<file path="src/rtl/hazard_control_unit_pkg.sv">
// ============================================================================
// Module : hazard_control_unit_pkg
// Brief  : Shared state encodings, defaults and helpers for the hazard unit.
// Rev    : 1.0
// ============================================================================
`default_nettype none

package hazard_control_unit_pkg;

  localparam int c_REG_W_DEFAULT = 5;

  typedef enum logic [1:0] {
    ST_RUN    = 2'd0,
    ST_STALL  = 2'd1,
    ST_SQUASH = 2'd2,
    ST_UNUSED = 2'd3
  } hcu_state_e;

  // Any nonzero MemRead code denotes a load of some width.
  function automatic logic is_load(input logic [1:0] mem_read);
    return (mem_read != 2'b00);
  endfunction

endpackage

`default_nettype wire

</file>
<file path="src/rtl/hazard_control_unit_sat_counter.sv">
// ============================================================================
// Module : sat_counter
// Brief  : Up-counter that sticks at all-ones instead of wrapping.
// Rev    : 1.0
// ============================================================================
`default_nettype none

module sat_counter #(
  parameter int CNT_W = 32
) (
  input  logic             Clk,
  input  logic             Reset,
  input  logic             inc,
  output logic [CNT_W-1:0] count
);

  localparam logic [CNT_W-1:0] c_ONE = CNT_W'(1);
  localparam logic [CNT_W-1:0] c_MAX = '1;

  logic [CNT_W-1:0] r_count;

  always_ff @(posedge Clk or negedge Reset) begin
    if (!Reset) begin
      r_count <= '0;
    end else if (inc && (r_count != c_MAX)) begin
      r_count <= r_count + c_ONE;
    end
  end

  assign count = r_count;

endmodule

`default_nettype wire

</file>
<file path="src/rtl/hazard_control_unit.sv">
// ============================================================================
// Module : hazard_control_unit
// Brief  : Stall/flush/bubble control for IF, IF/ID and ID/EX with perf counters.
// Rev    : 1.0
// ============================================================================
`default_nettype none

module hazard_control_unit
  import hazard_control_unit_pkg::*;
#(
  parameter int CNT_W = 32,
  parameter int REG_W = c_REG_W_DEFAULT
) (
  input  logic             Clk,
  input  logic             Reset,
  input  logic [REG_W-1:0] ID_Rs,
  input  logic [REG_W-1:0] ID_Rt,
  input  logic             ID_UsesRs,
  input  logic             ID_UsesRt,
  input  logic             ID_Jump,
  input  logic             ID_JumpReturn,
  input  logic [1:0]       EX_MemRead,
  input  logic             EX_RegWrite,
  input  logic [REG_W-1:0] EX_WriteReg,
  input  logic [1:0]       MEM_MemRead,
  input  logic [REG_W-1:0] MEM_WriteReg,
  input  logic             EX_BranchTaken,
  output logic             PCWrite,
  output logic             IF_ID_Write,
  output logic             IF_ID_Flush,
  output logic             ID_EX_Signal,
  output logic [CNT_W-1:0] StallCount,
  output logic [CNT_W-1:0] FlushCount,
  output logic [1:0]       State
);

  hcu_state_e r_state;
  hcu_state_e w_next_state;

  logic w_ex_dest_valid;
  logic w_mem_dest_valid;
  logic w_lu;
  logic w_jrx;
  logic w_jrm;
  logic w_hazard;

  // Register 0 is hardwired, so a zero destination can never be a producer.
  assign w_ex_dest_valid  = (EX_WriteReg  != '0);
  assign w_mem_dest_valid = (MEM_WriteReg != '0);

  assign w_lu  = is_load(EX_MemRead) && w_ex_dest_valid &&
                 ((ID_UsesRs && (ID_Rs == EX_WriteReg)) ||
                  (ID_UsesRt && (ID_Rt == EX_WriteReg)));

  // jr resolves its target in ID, so it needs rs from EX and even from a MEM-stage load.
  assign w_jrx = ID_JumpReturn && EX_RegWrite && w_ex_dest_valid &&
                 (ID_Rs == EX_WriteReg);
  assign w_jrm = ID_JumpReturn && is_load(MEM_MemRead) && w_mem_dest_valid &&
                 (ID_Rs == MEM_WriteReg);

  assign w_hazard = w_lu || w_jrx || w_jrm;

  always_comb begin
    PCWrite      = 1'b1;
    IF_ID_Write  = 1'b1;
    IF_ID_Flush  = 1'b0;
    ID_EX_Signal = 1'b0;
    w_next_state = ST_RUN;

    if (!Reset) begin
      PCWrite      = 1'b0;
      IF_ID_Write  = 1'b0;
      IF_ID_Flush  = 1'b1;
      ID_EX_Signal = 1'b1;
      w_next_state = ST_RUN;
    end else if (EX_BranchTaken) begin
      IF_ID_Flush  = 1'b1;
      ID_EX_Signal = 1'b1;
      w_next_state = ST_SQUASH;
    end else if (r_state == ST_SQUASH) begin
      // ID holds the nop loaded by the previous flush; its fields are meaningless.
      w_next_state = ST_RUN;
    end else if (w_hazard) begin
      PCWrite      = 1'b0;
      IF_ID_Write  = 1'b0;
      ID_EX_Signal = 1'b1;
      w_next_state = ST_STALL;
    end else if (ID_Jump || ID_JumpReturn) begin
      IF_ID_Flush  = 1'b1;
      w_next_state = ST_SQUASH;
    end else begin
      w_next_state = ST_RUN;
    end
  end

  always_ff @(posedge Clk or negedge Reset) begin
    if (!Reset) begin
      r_state <= ST_RUN;
    end else begin
      r_state <= w_next_state;
    end
  end

  assign State = r_state;

  sat_counter #(
    .CNT_W (CNT_W)
  ) u_stall_cnt (
    .Clk   (Clk),
    .Reset (Reset),
    .inc   (~PCWrite),
    .count (StallCount)
  );

  sat_counter #(
    .CNT_W (CNT_W)
  ) u_flush_cnt (
    .Clk   (Clk),
    .Reset (Reset),
    .inc   (IF_ID_Flush),
    .count (FlushCount)
  );

endmodule

`default_nettype wire

</file>
<file path="config.mk">
export PLATFORM = sky130hd
export DESIGN_NAME = hazard_control_unit
export DESIGN_NICKNAME = d
export VERILOG_FILES = /design/src/rtl/hazard_control_unit_pkg.sv /design/src/rtl/hazard_control_unit_sat_counter.sv /design/src/rtl/hazard_control_unit.sv
export SDC_FILE = /design/constraint.sdc
export NUM_CORES = 1
export LEC_CHECK = 0
export ABC_AREA = 1
export ABC_CLOCK_PERIOD_IN_PS = 4000
export CAP_MARGIN = 25
export CORE_MARGIN = 5
export CORE_UTILIZATION = 40
export DETAILED_ROUTE_END_ITERATION = 7
export PLACE_DENSITY = 0.66
export RECOVER_POWER = 100
export REMOVE_ABC_BUFFERS = 1
export SLEW_MARGIN = 20
export SYNTH_ARGS = -nofsm -noshare
export SYNTH_HDL_FRONTEND = slang
export SYNTH_SLANG_ARGS = --single-unit
</file>
<file path="constraint.sdc">
create_clock -name Clk -period 4 [get_ports Clk]
set_clock_uncertainty 0.15 [all_clocks]
set_input_delay 0.4 -clock Clk [delete_from_list [all_inputs] [get_ports Clk]]
set_output_delay 0.4 -clock Clk [all_outputs]
set_load 0.02 [all_outputs]
</file>
[Word-level counts from Yosys, hierarchy flattened]
Cells that the tools add are included.
Storage, ports and cells
  register bits: 66
  input bits: 32
  output and inout port bits: 70
Cells by class
  add/sub/neg operators: 2
  equal/unequal tests: 6
  multiplexer cells: 18
  bitwise gates (word level): 1
  reduce and logical (&&, ||, !) cells: 20
Operators by type and width (count)
  $add A32 B1 Y32 const B: 2
  $ne A32 B32 Y1 const B: 2
  $eq A5 B5 Y1: 3
  $mux W1: 13
  $logic_and A1 B1 Y1: 12
  $mux W2: 5
  $reduce_bool A5 Y1: 2
  $logic_or A1 B1 Y1: 4
  $reduce_bool A2 Y1: 2
  $eq A2 B2 Y1 const B: 1
  $not A1 Y1: 1

[Depth between registers and ports, before layout]
Gate-level depths: netlist of run 1.
  depth in word-level cells: 12
  depth in mapped cells: 15

[Hierarchy]
Synthesis of run 1 repeated with hierarchy kept, for this count alone.
Second synthesis, totals
  cell total of the unflattened synthesis: 753
  area total of the unflattened synthesis: 4837.1 µm²
Modules (own cells, without submodules)
  sat_counter: times used 2, cells an instance 333, area each 2190.9 µm²
  hazard_control_unit: times used 1, cells an instance 87, area each 455.4 µm²

[Worst setup path after synthesis of run 1]
No wires, ideal clock.
  path type: input port to output port
  start: in EX_WriteReg[3]
  end: out PCWrite
  arrival time: 1838 ps
  setup slack: 1612 ps
  stages on the path: 12
  buffers on the path: 2
  path through: xnor2_1 > nand2_1 > nor2_1 > nand2_1 > nand2_1 > nand2_1 > nand2_1 > nand3_1 > nand2_1 > clkbuf_1 > inv_1 > buf_4
Between the ends
  word-level cells in the longest chain between the ends: 10
  elaborated cells between the ends (all ways): 16
RTL lines
  start, declared: line hazard_control_unit.sv:24  | input logic [REG_W-1:0] EX_WriteReg,
  $eq A5 B5 Y1, on equally long branches: line hazard_control_unit.sv:52, hazard_control_unit.sv:57, hazard_control_unit.sv:53
  $logic_and A1 B1 Y1, on equally long branches: line hazard_control_unit.sv:52, hazard_control_unit.sv:53
  $logic_or A1 B1 Y1: line hazard_control_unit.sv:52  | ((ID_UsesRs && (ID_Rs == EX_WriteReg)) ||
  $logic_and A1 B1 Y1: line hazard_control_unit.sv:51  | assign w_lu = is_load(EX_MemRead) && w_ex_dest_valid &&
  $logic_or A1 B1 Y1 * (2 in a row): line hazard_control_unit.sv:61  | assign w_hazard = w_lu || w_jrx || w_jrm;
  $mux W1 * (4 in a row)
  end, declared: line hazard_control_unit.sv:28  | output logic PCWrite,
Every way passes the cells marked *; elsewhere a longest branch is shown, timed or not.

[Final worst setup path of run 1]
  start: in EX_WriteReg[2]
  end: out IF_ID_Write
Between the ends
  word-level cells in the longest chain between the ends: 10
  elaborated cells between the ends (all ways): 16
RTL lines
  $eq A5 B5 Y1, on equally long branches: line hazard_control_unit.sv:52, hazard_control_unit.sv:57, hazard_control_unit.sv:53
  $logic_and A1 B1 Y1, on equally long branches: line hazard_control_unit.sv:52, hazard_control_unit.sv:53
  $logic_or A1 B1 Y1: line hazard_control_unit.sv:52
  $logic_and A1 B1 Y1: line hazard_control_unit.sv:51
  $logic_or A1 B1 Y1 * (2 in a row): line hazard_control_unit.sv:61
  $mux W1 *: line hazard_control_unit.sv:83  | end else if (w_hazard) begin
  $mux W1 *: line hazard_control_unit.sv:80  | end else if (r_state == ST_SQUASH) begin
  $mux W1 *: line hazard_control_unit.sv:76  | end else if (EX_BranchTaken) begin
  $mux W1 *: line hazard_control_unit.sv:70  | if (!Reset) begin
  end, declared: line hazard_control_unit.sv:29  | output logic IF_ID_Write,
Marks and branches as above.

==> flow_summary.yaml, run 1 <==
finish:
  final_net_count: 798
  diodes: 0
  syn2layout_area_growth_pct: 29.7
  multi_input_area_mm2: 0.00259
  fillers: 1143
  seqCellArea_mm2: 0.00165
  drive_above_1_share: 0.0390
  final_cells: 912
timing:
  hold_viol: 0
  relSlewSlack: 0.178
  report.final.slew_viol_count: 0
  finalCritPeriodShare: 0.769
  worst_pin_slew_ns: 1.23
  post-route-min-period_ns: 3.07
  tns_ns: 0
  max_freq_mhz: 325
  rsz0062_at_grt: "false"
  setup_viol: 0
floorplanning:
  core-area_mm2: 0.0114
  initial_core_util: 0.405
  fp.dieW_um: 117
  dieArea_mm2: 0.0138
  dieHeight_um: 117
  rows: 39
  ios: 102
grt:
  grt_start_max_net_pins: 50
  antenna_found_initial: 0
  grt_use_total: 0.197
  grt_pass1_vias: 4748
  grt_pass1_wl_um: 23000
  grt_overflow: 0
route:
  firstDrtPassIters: 5
  vias: 4698
  ant_nets: 0
  drc: 0
  routed_wl_um: 13300
  wl_per_cell_um: 14.6
  viasPerCell: 5.15
  initialDrtViolationCount: 356
synthesis:
  synth-seq-cells: 66
  netlist_area_mm2: 0.00461
  synth-edff-count: 0
  ys_warn_count: 0
  ys_top_cells_by_count: "nand2_1, nand3_1, dfrtp_1, nor2_1, inv_1"
  ys_seq_area_frac: 0.358
  synth.area.top_cells: "dfrtp_1, nand2_1, xor2_1"
  synth_top_area_share: 0.358
  yosys.area.top_type: "dfrtp_1"
  synthesis.instances: 667
  synth_ff_type: "dfrtp_1"
  avgSynthCellArea_um2: 6.91
  synth_most_common_cell: "nand2_1"
  ys_async_sr_fraction: 1.00
  synth_cell_types: 30
setup_path:
  path_class: "in -> out"
  crit_path_max_fanout: 4
  worstPathRequired_ns: 3.45
  critPathLaunchType: "input pin"
  cp-end-kind: "output pin"
  arrival_ns: 2.52
placed_design:
  hpwl_um: 10100
  dp.cells: 895
  portBuffers: 101
  place.gp.congestion: 0.943
clocking:
  clkSinkCount: 66
  clockRootBuffer: "clkbuf_16"
  clock_path_buffers: 2
  numCtsBuffers: 9
  cts_tree: "yes"
  path_clk_slew_ns: 0.05
  h-tree-depth: 3
  clk_latency_ns: 0.34
  cts_resized: 0
run:
  maxCapViolCount: 0
power:
  power_density_mw_per_mm2: 334
  power.leakage_nw: 3.05
  vdd_drop_max_uv: 267
hold_path:
  hold_class: "reg -> reg"
status:
  status: "finished clean"
timing repair:
item                      CTS  global route
setup buffers               0             0
hold endpoints to repair   17             0
hold buffers                1             0
report_power, final:
group          switching (mW)  internal [mW]
registers              0.0898          0.721
clock network           0.289          0.468
logic                   0.244          0.185
final cells by class:
cell class / count / share of cell area
clock buffers: 14 / 0.0458
clock inverters: 2 / 0.00167
inverters: 58 / 0.0364
multi-input cells: 522 / 0.434
flip-flops and latches: 66 / 0.276
well taps: 143 / 0.0299
repair buffers: 107 / 0.176
critical path: stages:
cell and delay [ns]:
dlygate4sd3_1 0.60, inv_1 0.09, nand2_1 0.06, nand2_1 0.05, nor2_1 0.11, nand3_1 0.10
nand2_1 0.07, nand2_1 0.05, nand2_1 0.11, nand3_1 0.10, nand2_1 0.09, inv_1 0.06
dlygate4sd3_1 0.65
layer usage:
metal / track usage / wire length, um
met1: 0.252 / 5930
met2: 0.330 / 6250
met3: 0.0438 / 745
met4: 0.0645 / 370
met5: 0 / 0
cell families after synthesis:
kind of cell | count (synthesis) | synth area share
compound gates | 9 | 0.0133
xor+xnor | 66 | 0.125
fa+ha+maj | 2 | 0.00543
buf+inv | 79 | 0.0765
flops | 66 | 0.358
simple gates | 445 | 0.421
placed cells by master (no fill, tap or decap):
cell,n
dlygate4sd3_1,72
nor2_4,1
nand3_2,2
xor2_1,48
dfrtp_1,66
a21oi_1,1
nand4_1,20
inv_2,3
clkdlybuf4s50_1,29
nor3_1,31
nor3b_1,1
nand2_1,238
nor3_2,3
ha_1,2
o21bai_1,1
nor2_1,61
clkinv_2,2
buf_2,1
clkbuf_2,1
inv_1,55
o21ai_0,3
nand3b_1,2
nand2_4,1
buf_4,4
clkbuf_8,3
xnor2_1,18
nand3_1,77
o21a_1,2
o211ai_1,2
nor4_1,8
clkbuf_1,2
clkbuf_16,9
sequential cells by signal (all words and copies together), names as in the netlist:
signal	cells
u_flush_cnt.count	32
u_stall_cnt.count	32
State	2
path summary, 6_finish.rpt:
check	start	endpoint	slack (ns)	cells past startpoint
setup / recovery	EX_WriteReg[2]	IF_ID_Write	0.93	13
hold / removal	u_flush_cnt.count[31]	u_flush_cnt.count[31]	0.35	2
setup reg to reg	u_stall_cnt.count[1]	u_stall_cnt.count[12]	0.95	11
hold reg to reg	u_flush_cnt.count[31]	u_flush_cnt.count[31]	0.35	2
max in group asynchronous	Reset	u_stall_cnt.count[29]	1.72	3
min in group asynchronous	Reset	u_stall_cnt.count[9]	0.41	2
per-stage QoR:
step	power, mW	util	hold WS, ns	instance area (um2)	setup slack [ns]
after floorplan	1.05	-	-0.0456	4470	1.23
after detailed placement	1.28	0.501	0.246	5700	1.07
final	2.00	0.526	0.352	5980	0.925
after global routing	2.09	0.526	0.385	5980	0.511
after CTS	2.04	0.527	0.365	5990	1.07
after global placement	1.27	0.501	0.240	5700	1.09
(Power assumes the default switching activity.)
==> run 2: changes to the inputs <==
ABC_CLOCK_PERIOD_IN_PS = 3200   (was 4000)
clock period = 3.2 ns   (was 4 ns; I/O delays follow)
==> run 2 against run 1 <==
Against the previous run:
- non-clock buffer count up 3
- highest routed layer unchanged
- critical path depth unchanged
- hold slack gained 0.0016 ns
- power grew 27%
==> flow_summary.yaml, run 2 (synthesis gave the netlist of run 1 again) <==
clocking:
  clock_path_buffers: 2
  ctsHoldBuffers: 1
  cts_tree: "yes"
  clkSinkCount: 66
  clk_latency_ns: 0.32
  numCtsBuffers: 9
  cts_resized: 0
  h-tree-depth: 3
  clockRootBuffer: "clkbuf_16"
  path_clk_slew_ns: 0.06
  cts_setup_buffers: 0
placed_design:
  portBuffers: 101
  place.gp.congestion: 0.938
  hpwl_um: 10200
  dp.cells: 898
route:
  drc: 0
  viasPerCell: 5.10
  firstDrtPassIters: 6
  ant_nets: 0
  vias: 4652
  initialDrtViolationCount: 353
  wl_per_cell_um: 14.7
  routed_wl_um: 13400
power:
  power_density_mw_per_mm2: 423
  vdd_drop_max_uv: 274
  power.leakage_nw: 3.06
setup_path:
  r2r_slack_ns: 0.35
  rr_startpoint: "u_flush_cnt.count[0]"
  path_class: "reg -> reg"
  worstPathRequired_ns: 3.31
  crit_path_max_fanout: 16
  r2r_cells: 13
  r2r-end: "u_flush_cnt.count[8]"
  arrival_ns: 2.96
  critPathLaunchType: "register"
  cp-end-kind: "register"
floorplanning:
  core-area_mm2: 0.0114
  dieHeight_um: 117
  initial_core_util: 0.405
  fp.dieW_um: 117
  ios: 102
  dieArea_mm2: 0.0138
  rows: 39
timing:
  rsz0062_at_grt: "false"
  worst_pin_slew_ns: 1.19
  setup_viol: 0
  relSlewSlack: 0.205
  finalCritPeriodShare: 0.890
  max_freq_mhz: 351
  tns_ns: 0
  report.final.slew_viol_count: 0
  post-route-min-period_ns: 2.85
  hold_viol: 0
status:
  status: "finished clean"
grt:
  grt_use_total: 0.194
  grt_overflow: 0
  grt_pass1_vias: 4593
  grt_start_max_net_pins: 49
  antenna_found_initial: 0
  grt_pass1_wl_um: 22700
run:
  maxCapViolCount: 0
finish:
  final_cell_mix: "nand2_1, nand3_1, dlygate4sd3_1"
  drive_above_1_share: 0.0442
  seqCellArea_mm2: 0.00165
  multi_input_area_mm2: 0.00260
  final_cells: 913
  diodes: 0
  final_common_cell: "nand2_1"
  fillers: 1122
  final_net_count: 801
  syn2layout_area_growth_pct: 30.4
hold_path:
  hold_class: "in -> async"
[run 2: worst max-delay path by stage]
stage                                     from               endpoint  slack (ns)  cells past startpoint
after floorplan           u_flush_cnt.count[0]  u_flush_cnt.count[10]        0.43                     11
after global placement          EX_WriteReg[3]   u_stall_cnt.count[6]        0.43                     15
after detailed placement        EX_WriteReg[3]   u_stall_cnt.count[8]        0.37                     15
after CTS                 u_stall_cnt.count[1]   u_stall_cnt.count[9]        0.40                     11
after global routing      u_flush_cnt.count[0]  u_flush_cnt.count[19]        0.06                     13
final                     u_flush_cnt.count[0]   u_flush_cnt.count[8]        0.35                     13
[run 2: per-stage QoR]
step | utilization | hold WS [ns] | power (mW) | area, um2 | worst slack, ns
after floorplan | - | -0.126 | 1.31 | 4470 | 0.432
after global placement | 0.503 | 0.161 | 1.59 | 5720 | 0.430
after detailed placement | 0.503 | 0.173 | 1.61 | 5720 | 0.374
after CTS | 0.530 | 0.363 | 2.59 | 6020 | 0.400
after global routing | 0.529 | 0.385 | 2.66 | 6010 | 0.0611
final | 0.529 | 0.354 | 2.54 | 6010 | 0.351
[run 2: layer usage]
metal / track usage / vias to the layer above / routed length (um)
met3: 0.0462 / 21 / 739
met2: 0.325 / 145 / 6530
met1: 0.255 / 2158 / 5990
li1: - / 2328 / -
met4: 0.0406 / 0 / 188
met5: 0 / - / 0
[run 2: layout make-up]
cell class / instances / area share
Sequential cell: 66 / 0.275
Timing Repair Buffer: 110 / 0.178
Clock inverter: 2 / 0.00624
Tap cell: 143 / 0.0298
Inverter: 58 / 0.0362
Clock buffer: 12 / 0.0427
Multi-Input combinational cell: 522 / 0.432
[run 2: report_power, final]
group	total, mW	internal, mW	switching [mW]
Clock	0.982	0.637	0.345
Combinational	0.543	0.234	0.309
Sequential	1.02	0.902	0.115
[run 2: worst max-delay path: stages (launching register included)]
cell	delay, ns
dfrtp_1	0.42
ha_1	0.26
nand2_1	0.09
nor3_1	0.36
inv_2	0.12
nor2_4	0.13
nand4_1	0.11
nor3_2	0.14
nand2_1	0.06
clkbuf_4	0.22
nand2_2	0.10
clkbuf_1	0.42
nand2_1	0.11
nand2_1	0.08
==> run 3: changes to the inputs <==
CORE_ASPECT_RATIO = 1.75   (was unset)
CTS_CLUSTER_SIZE = 20   (was unset)
TNS_END_PERCENT = 30   (was unset)
==> run 3 against run 2 <==
Against the previous run:
- the flow now finishes with violations (max-capacitance violations, max-slew violations)
- die area rose by 0.62%
- combinational power rose by 3%
- sequential power barely moved
- count of clock-buffer cells in the layout up 1
- global-route usage grew 1.3 points
- sequential cell count stayed put
- setup slack better by 0.083 ns
- critical path depth down 1
- highest routed layer unchanged
==> flow_summary.yaml, run 3 (synthesis gave the netlist of run 1 again) <==
route:
  initialDrtViolationCount: 168
  routed_wl_um: 14400
  ant_nets: 0
  vias: 4760
  drc: 0
  wl_per_cell_um: 15.9
  viasPerCell: 5.27
  firstDrtPassIters: 5
power:
  finalPower_mw: 2.65
  vdd_drop_max_uv: 444
  power.leakage_nw: 3.07
  intPower_mw: 1.86
  p_sw_frac: 0.298
  pwr-share-comb: 0.212
  switchingPower_uw: 791
  clockPowerShare: 0.407
  power_density_mw_per_mm2: 442
  seq_power_share: 0.381
floorplanning:
  core-area_mm2: 0.0115
  fp.dieW_um: 91.1
  ios: 102
  rows: 52
  dieArea_mm2: 0.0139
  initial_core_util: 0.403
  dieHeight_um: 152
clocking:
  path_clk_slew_ns: 0.06
  clock_path_buffers: 2
  h-tree-depth: 3
  clk_latency_ns: 0.33
  cts_tree: "yes"
  clkSinkCount: 66
  ctsHoldBuffers: 0
  clockRootBuffer: "clkbuf_16"
  numCtsBuffers: 9
  cts_resized: 0
  cts_setup_buffers: 0
timing:
  timing.hold.ws_ns: 0.0961
  relSlewSlack: -0.126
  setup_viol: 0
  post-route-min-period_ns: 2.77
  max_freq_mhz: 362
  finalCritPeriodShare: 0.864
  worst_slack_ns: 0.434
  hold_viol: 0
  worst_pin_slew_ns: 1.69
  report.final.slew_viol_count: 67
  rsz0062_at_grt: "false"
  tns_ns: 0
grt:
  antenna_found_initial: 0
  grt_pass1_wl_um: 23400
  grt_use_total: 0.207
  grt_start_max_net_pins: 67
  grt_pass1_vias: 4859
  grt_overflow: 0
placed_design:
  placed_area_mm2: 0.00570
  hpwl_um: 10900
  dp.cells: 889
  post-place-ws_ns: 0.412
  portBuffers: 101
  place.gp.congestion: 0.955
setup_path:
  cp-end-kind: "output pin"
  path_class: "in -> out"
  arrival_ns: 2.30
  crit_path_frequent_cell: "nand2_1"
  critPathLaunchType: "input pin"
  crit_slowest_cell: "dlygate4sd3_1"
  worstPathRequired_ns: 2.73
  path_cells: "dlygate4sd3_1 -> xnor2_1 -> nand2_1 -> nor2_1 -> nand2_1 -> nand2_1 -> nand2_1 -> nand2_1 -> nand3_1 -> nand2_1 -> inv_1 -> clkdlybuf4s50_1"
  crit_path_max_incr_delay_ns: 0.60
  crit_path_max_fanout: 4
finish:
  final_cell_mix: "nand2_1, nand3_1, dlygate4sd3_1"
  diodes: 0
  final_net_count: 799
  final_common_cell: "nand2_1"
  final_cells: 904
  drive_above_1_share: 0.0403
  syn2layout_area_growth_pct: 30.4
  post-route-util: 0.525
  stdcell_area_mm2: 0.00601
status:
  violations: "max-capacitance violations, max-slew violations"
  status: "complete, but fails checks"
hold_path:
  hold_class: "in -> reg"
run:
  maxCapViolCount: 1
run 3: worst paths after layout:
kind	start	end	slack (ns)	depth (start not counted)
setup / recovery	ID_Rs[2]	IF_ID_Write	0.43	12
hold / removal	Reset	State[1]	0.1	2
setup reg to reg	u_stall_cnt.count[1]	u_stall_cnt.count[7]	0.44	11
hold reg to reg	u_stall_cnt.count[31]	u_stall_cnt.count[31]	0.34	2
max in group asynchronous	Reset	u_stall_cnt.count[5]	1.41	2
min in group asynchronous	Reset	State[1]	0.48	2
run 3: critical path, delay by kind of cell:
kind	cells	cell delay, ns
xor+xnor	1	0.16
buf+inv	3	1.21
simple gates	8	0.61
run 3: layout make-up:
| cell class | count | area (um2) |
|---|---|---|
| clock buffer | 13 | 260 |
| timing repair buffer | 108 | 1050 |
| tap | 135 | 169 |
| inverter | 58 | 218 |
| multi-input combinational | 522 | 2600 |
| clock inverter | 2 | 60.1 |
| sequential | 66 | 1650 |
| fill | 1120 | 5440 |
run 3: per-layer routing:
metal	up-vias	global-route usage	part of all wire
met5	-	0	0
met4	0	0.127	0.060
met3	61	0.0411	0.056
met2	188	0.374	0.53
met1	2174	0.215	0.35
li1	2337	-	-
run 3: power groups by stage:
stage	combinational, mW	sequential [mW]	clock [mW]
after floorplan	0.230	1.08	0
after global placement	0.578	1.02	0
after detailed placement	0.593	1.02	0
after CTS	0.597	1.01	1.10
after global routing	0.615	1.02	1.14
final	0.562	1.01	1.08
==> RTL change 1 (config.mk and constraints of run 2) <==
`CNT_W` is set to 32 in 2 places; all go to 24.
--- a/src/rtl/hazard_control_unit_sat_counter.sv
+++ b/src/rtl/hazard_control_unit_sat_counter.sv
@@ -6,7 +6,7 @@
 `default_nettype none
 
 module sat_counter #(
-  parameter int CNT_W = 32
+  parameter int CNT_W = 24
 ) (
   input  logic             Clk,
   input  logic             Reset,
--- a/src/rtl/hazard_control_unit.sv
+++ b/src/rtl/hazard_control_unit.sv
@@ -8,7 +8,7 @@
 module hazard_control_unit
   import hazard_control_unit_pkg::*;
 #(
-  parameter int CNT_W = 32,
+  parameter int CNT_W = 24,
   parameter int REG_W = c_REG_W_DEFAULT
 ) (
   input  logic             Clk,
Interface: changed (resized FlushCount and StallCount); port bits go from 102 to 86. The function was not compared with the original's and may differ.
==> RTL change 1 against run 2 <==
Via count shrank 25%. Combinational power rose by 2%. Register-to-register slack improved by 0.68 ns. Synthesized cell count decreased by 25%. Sequential power shrank 22%. Clock power shrank 54%. Synthesized area fell by 23%. Worst setup slack worse by 0.075 ns. Sequential cell count fell by 16. Routed wire length decreased by 29%. Hold slack worse by 0.047 ns. Cell area shrank 24%. Maximum frequency shrank 2.6%. Power decreased by 29%.
==> RTL change 1: results (changes against run 2) <==
metric,value,unit,change
outcome,completed,,
route.met3.wl,454,um,-39%
io_buffer_count,85,,-16%
grtUsageMet2,0.308,,-0.0167
yosys.area_share.adder,0.00706,,+0.00163
ys_seq_area_frac,0.353,,-0.00520
crit_arrival,2.45,ns,-0.51 ns
cp_max_fo,4,,-12
muxShareOfSynthArea,0,,unchanged
syn_area_per_cell,7.06,um2,+2.1%
clk_latency,0.30,ns,-0.02 ns
place_area,4470,um2,-22%
n_antenna_cell,0,,unchanged
synth_top_cells_by_count,"177 x nand2_1, 64 x nand3_1, 50 x dfrtp_1",,
critical-path-slowest-cell,dlygate4sd3_1,,
first_pass_iters,4,,-2
synth-compound-area-share,0.0145,,+0.00118
gp_congestion,0.936,,-0.31%
wl_met2,4790,um,-27%
grt_pass1_wl,16300,um,-28%
clockRootBuffer,clkbuf_8,,
drive_gt1_frac,0.0527,,+0.00857
clockBufferDepth,2,,unchanged
worstHoldPathType,primary input to asynchronous set/reset pin,,
synth_cell_types,32,,+6.7%
stdcell_count,696,,-24%
critPathMaxStageDelay,0.68,ns,+0.26 ns
grt_max_degree,38,,-22%
grt_pass1_vias,3474,,-24%
worst_pin_slew,0.920,ns,-0.272 ns
yosys_warnings,0,,unchanged
leakagePower,2.34,nW,-23%
vdd_drop_max,322,uV,+17%
async_reset_ff_frac,1.00,,unchanged
met1_length,4190,um,-30%
clkTransAtPathRegs,0.10,ns,+0.04 ns
ctsHoldBuffers,1,,unchanged
cts_buffers,5,,-4
grt.met3_usage,0.0366,,-0.00958
synthTopCellsByArea,"dfrtp_1 35%, nand2_1 19%, nand3_1 9.0%",,
final_nets,621,,-22%
synth_xor_xnor_area_share,0.126,,+0.000652
cp_top_family,buffers and inverters,,
drt-wirelength-per-cell,13.7,um,-7.0%
antenna_found_initial,0,,unchanged
htree_num_levels,2,,-1
grt_use_total,0.175,,-0.0192
dp_hpwl,7340,um,-28%
dp_worst_setup_slack,0.409,ns,+0.0353 ns
cts_setup_buffers,0,,unchanged
via_per_inst,5.04,,-1.0%
use_met1,0.219,,-0.0359
slew_violations,0,,unchanged
drtIter0Drc,171,,-52%
drc,0,,unchanged
dpl.cell_count,687,,-23%
ctsResizeCount,0,,unchanged
top_layer_used,met4,,
==> RTL change 1: layout make-up <==
type                    instances  area, um2
multi-input cells             392       2020
well taps                     108        135
repair buffers                 91        891
inverters                      47        176
flip-flops and latches         50       1250
clock inverters                 2       37.5
fillers                       878       4100
clock buffers                   6       72.6
==> RTL change 1: final timing paths <==
kind                                             from               endpoint  slack [ns]  cells past startpoint
worst min-delay path                            Reset   u_stall_cnt.count[1]        0.31                      2
worst max-delay path                   EX_WriteReg[2]           ID_EX_Signal        0.28                     12
worst min register to register  u_stall_cnt.count[23]  u_stall_cnt.count[23]        0.37                      2
worst max register to register   u_flush_cnt.count[0]  u_flush_cnt.count[18]        1.03                      7
min in group Clk                u_stall_cnt.count[23]  u_stall_cnt.count[23]        0.37                      2
max in group asynchronous                       Reset  u_flush_cnt.count[18]        1.37                      3
==> RTL change 1: where the power goes <==
part / internal, mW / switching (mW)
clock: 0.234 / 0.219
combinational: 0.234 / 0.321
sequential: 0.697 / 0.0984
==> RTL change 2 (settings of run 2) <==
Made on the original files. Register the output `FlushCount`, with the module's reset; this adds one clock of latency there. The other outputs are not delayed to match.
--- a/src/rtl/hazard_control_unit.sv
+++ b/src/rtl/hazard_control_unit.sv
@@ -33,6 +33,8 @@
   output logic [CNT_W-1:0] FlushCount,
   output logic [1:0]       State
 );
+
+  logic [CNT_W-1:0] FlushCount_d;
 
   hcu_state_e r_state;
   hcu_state_e w_next_state;
@@ -118,8 +120,16 @@
     .Clk   (Clk),
     .Reset (Reset),
     .inc   (IF_ID_Flush),
-    .count (FlushCount)
+    .count (FlushCount_d)
   );
+
+  always_ff @(posedge Clk or negedge Reset) begin
+    if (!Reset) begin
+      FlushCount <= '0;
+    end else begin
+      FlushCount <= FlushCount_d;
+    end
+  end
 
 endmodule
 
Behaviour: not the same (a bounded check fails within 4 cycles, from zero or initial values and one cycle with Reset low).
==> RTL change 2 against run 2 <==
Hold slack got worse by 0.089 ns. Synthesized cell count rose by 2.5%. Power rose by 19%. Combinational power rose by 0.7%. Synthesized area rose by 16%. Maximum frequency fell by 1.6%. Cell area rose by 13%. Worst setup slack got worse by 0.046 ns. Sequential cell count rose by 32. Via count rose by 3.2%. Critical endpoint is now IF_ID_Flush. Routed wire length rose by 1.9%. Utilization fell by 1.4 points.
==> RTL change 2: results (changes against run 2) <==
metric,value,unit,change
outcome,completed,,
grt_pass1_wl,22800,um,+0.52%
vias,4802,,+3.2%
leakagePower,3.49,nW,+14%
ys_seq_area_frac,0.457,,+0.0985
drive_gt1_frac,0.0457,,+0.00153
power_switching,0.890,mW,+16%
critPathMaxStageDelay,0.73,ns,+0.31 ns
cp_top_family,buffers and inverters,,
dp_hpwl,10500,um,+3.3%
clk_latency,0.34,ns,+0.02 ns
gp_congestion,1.02,,+8.3%
drt-total-wl,13700,um,+1.9%
grtUsageMet2,0.312,,-0.0134
synth_top_cells_by_count,"242 x nand2_1, 98 x dfrtp_1, 78 x nand3_1",,
use_met1,0.207,,-0.0478
met1_length,5680,um,-5.1%
wl_met2,7050,um,+8.0%
place_area,6520,um2,+14%
drtIter0Drc,327,,-7.4%
critical-path-slowest-cell,dlygate4sd3_1,,
first_pass_iters,5,,-1
synth_cell_types,32,,+6.7%
grt_pass1_vias,4715,,+2.7%
grt.met3_usage,0.0466,,+0.000372
grt_use_total,0.174,,-0.0199
worstHoldPathType,register to register,,
grt_max_degree,59,,+20%
fillerInstances,1246,,+11%
cp_max_fo,4,,-12
final_nets,817,,+2.0%
[RTL change 2: stage by stage]
stage	setup slack [ns]	total power, mW	utilization	hold WS (ns)	instances
4_1_cts	0.389	3.10	0.517	0.267	964
6_report	0.305	3.02	0.515	0.265	964
2_1_floorplan	0.595	1.78	-	-0.126	662
3_5_place_dp	0.383	2.08	0.495	0.251	947
3_3_place_gp	0.414	2.07	0.495	0.248	947
5_1_grt	0.122	3.19	0.515	0.294	964
[RTL change 2: layout make-up]
class                           count  area share
Sequential cell                    98       0.361
Clock inverter                      5     0.00552
Timing Repair Buffer              110       0.156
Inverter                           45      0.0249
Multi-Input combinational cell    519       0.385
Clock buffer                       11      0.0357
Tap cell                          176      0.0324
[RTL change 2: cell families after synthesis]
| family | Yosys count | synth area share |
|---|---|---|
| AND/OR/NAND/NOR | 443 | 0.365 |
| flip-flops | 98 | 0.457 |
| buffers and inverters | 67 | 0.0564 |
| XOR/XNOR | 65 | 0.106 |
| AO/OA/AOI/OAI | 9 | 0.0114 |
| adder cells (fa/ha/maj) | 2 | 0.00466 |
[RTL change 2: worst paths after layout]
path                                       startpoint                     to  slack [ns]  cells past startpoint
worst min-delay path            u_flush_cnt.count[31]         FlushCount[31]        0.26                      0
worst max-delay path                   EX_WriteReg[3]            IF_ID_Flush        0.30                     10
worst max register to register   u_flush_cnt.count[1]  u_flush_cnt.count[20]        0.86                      9
min in group asynchronous                       Reset               State[0]        0.75                      3
max in group asynchronous                       Reset         FlushCount[14]        1.16                      3
worst min register to register  u_flush_cnt.count[31]         FlushCount[31]        0.26                      0
[RTL change 2: timing repair]
| action | in CTS | in global routing |
|---|---|---|
| endpoints found under the hold margin | 40 | 0 |
| hold buffers | 1 | 0 |
| gates resized for setup | 0 | 0 |
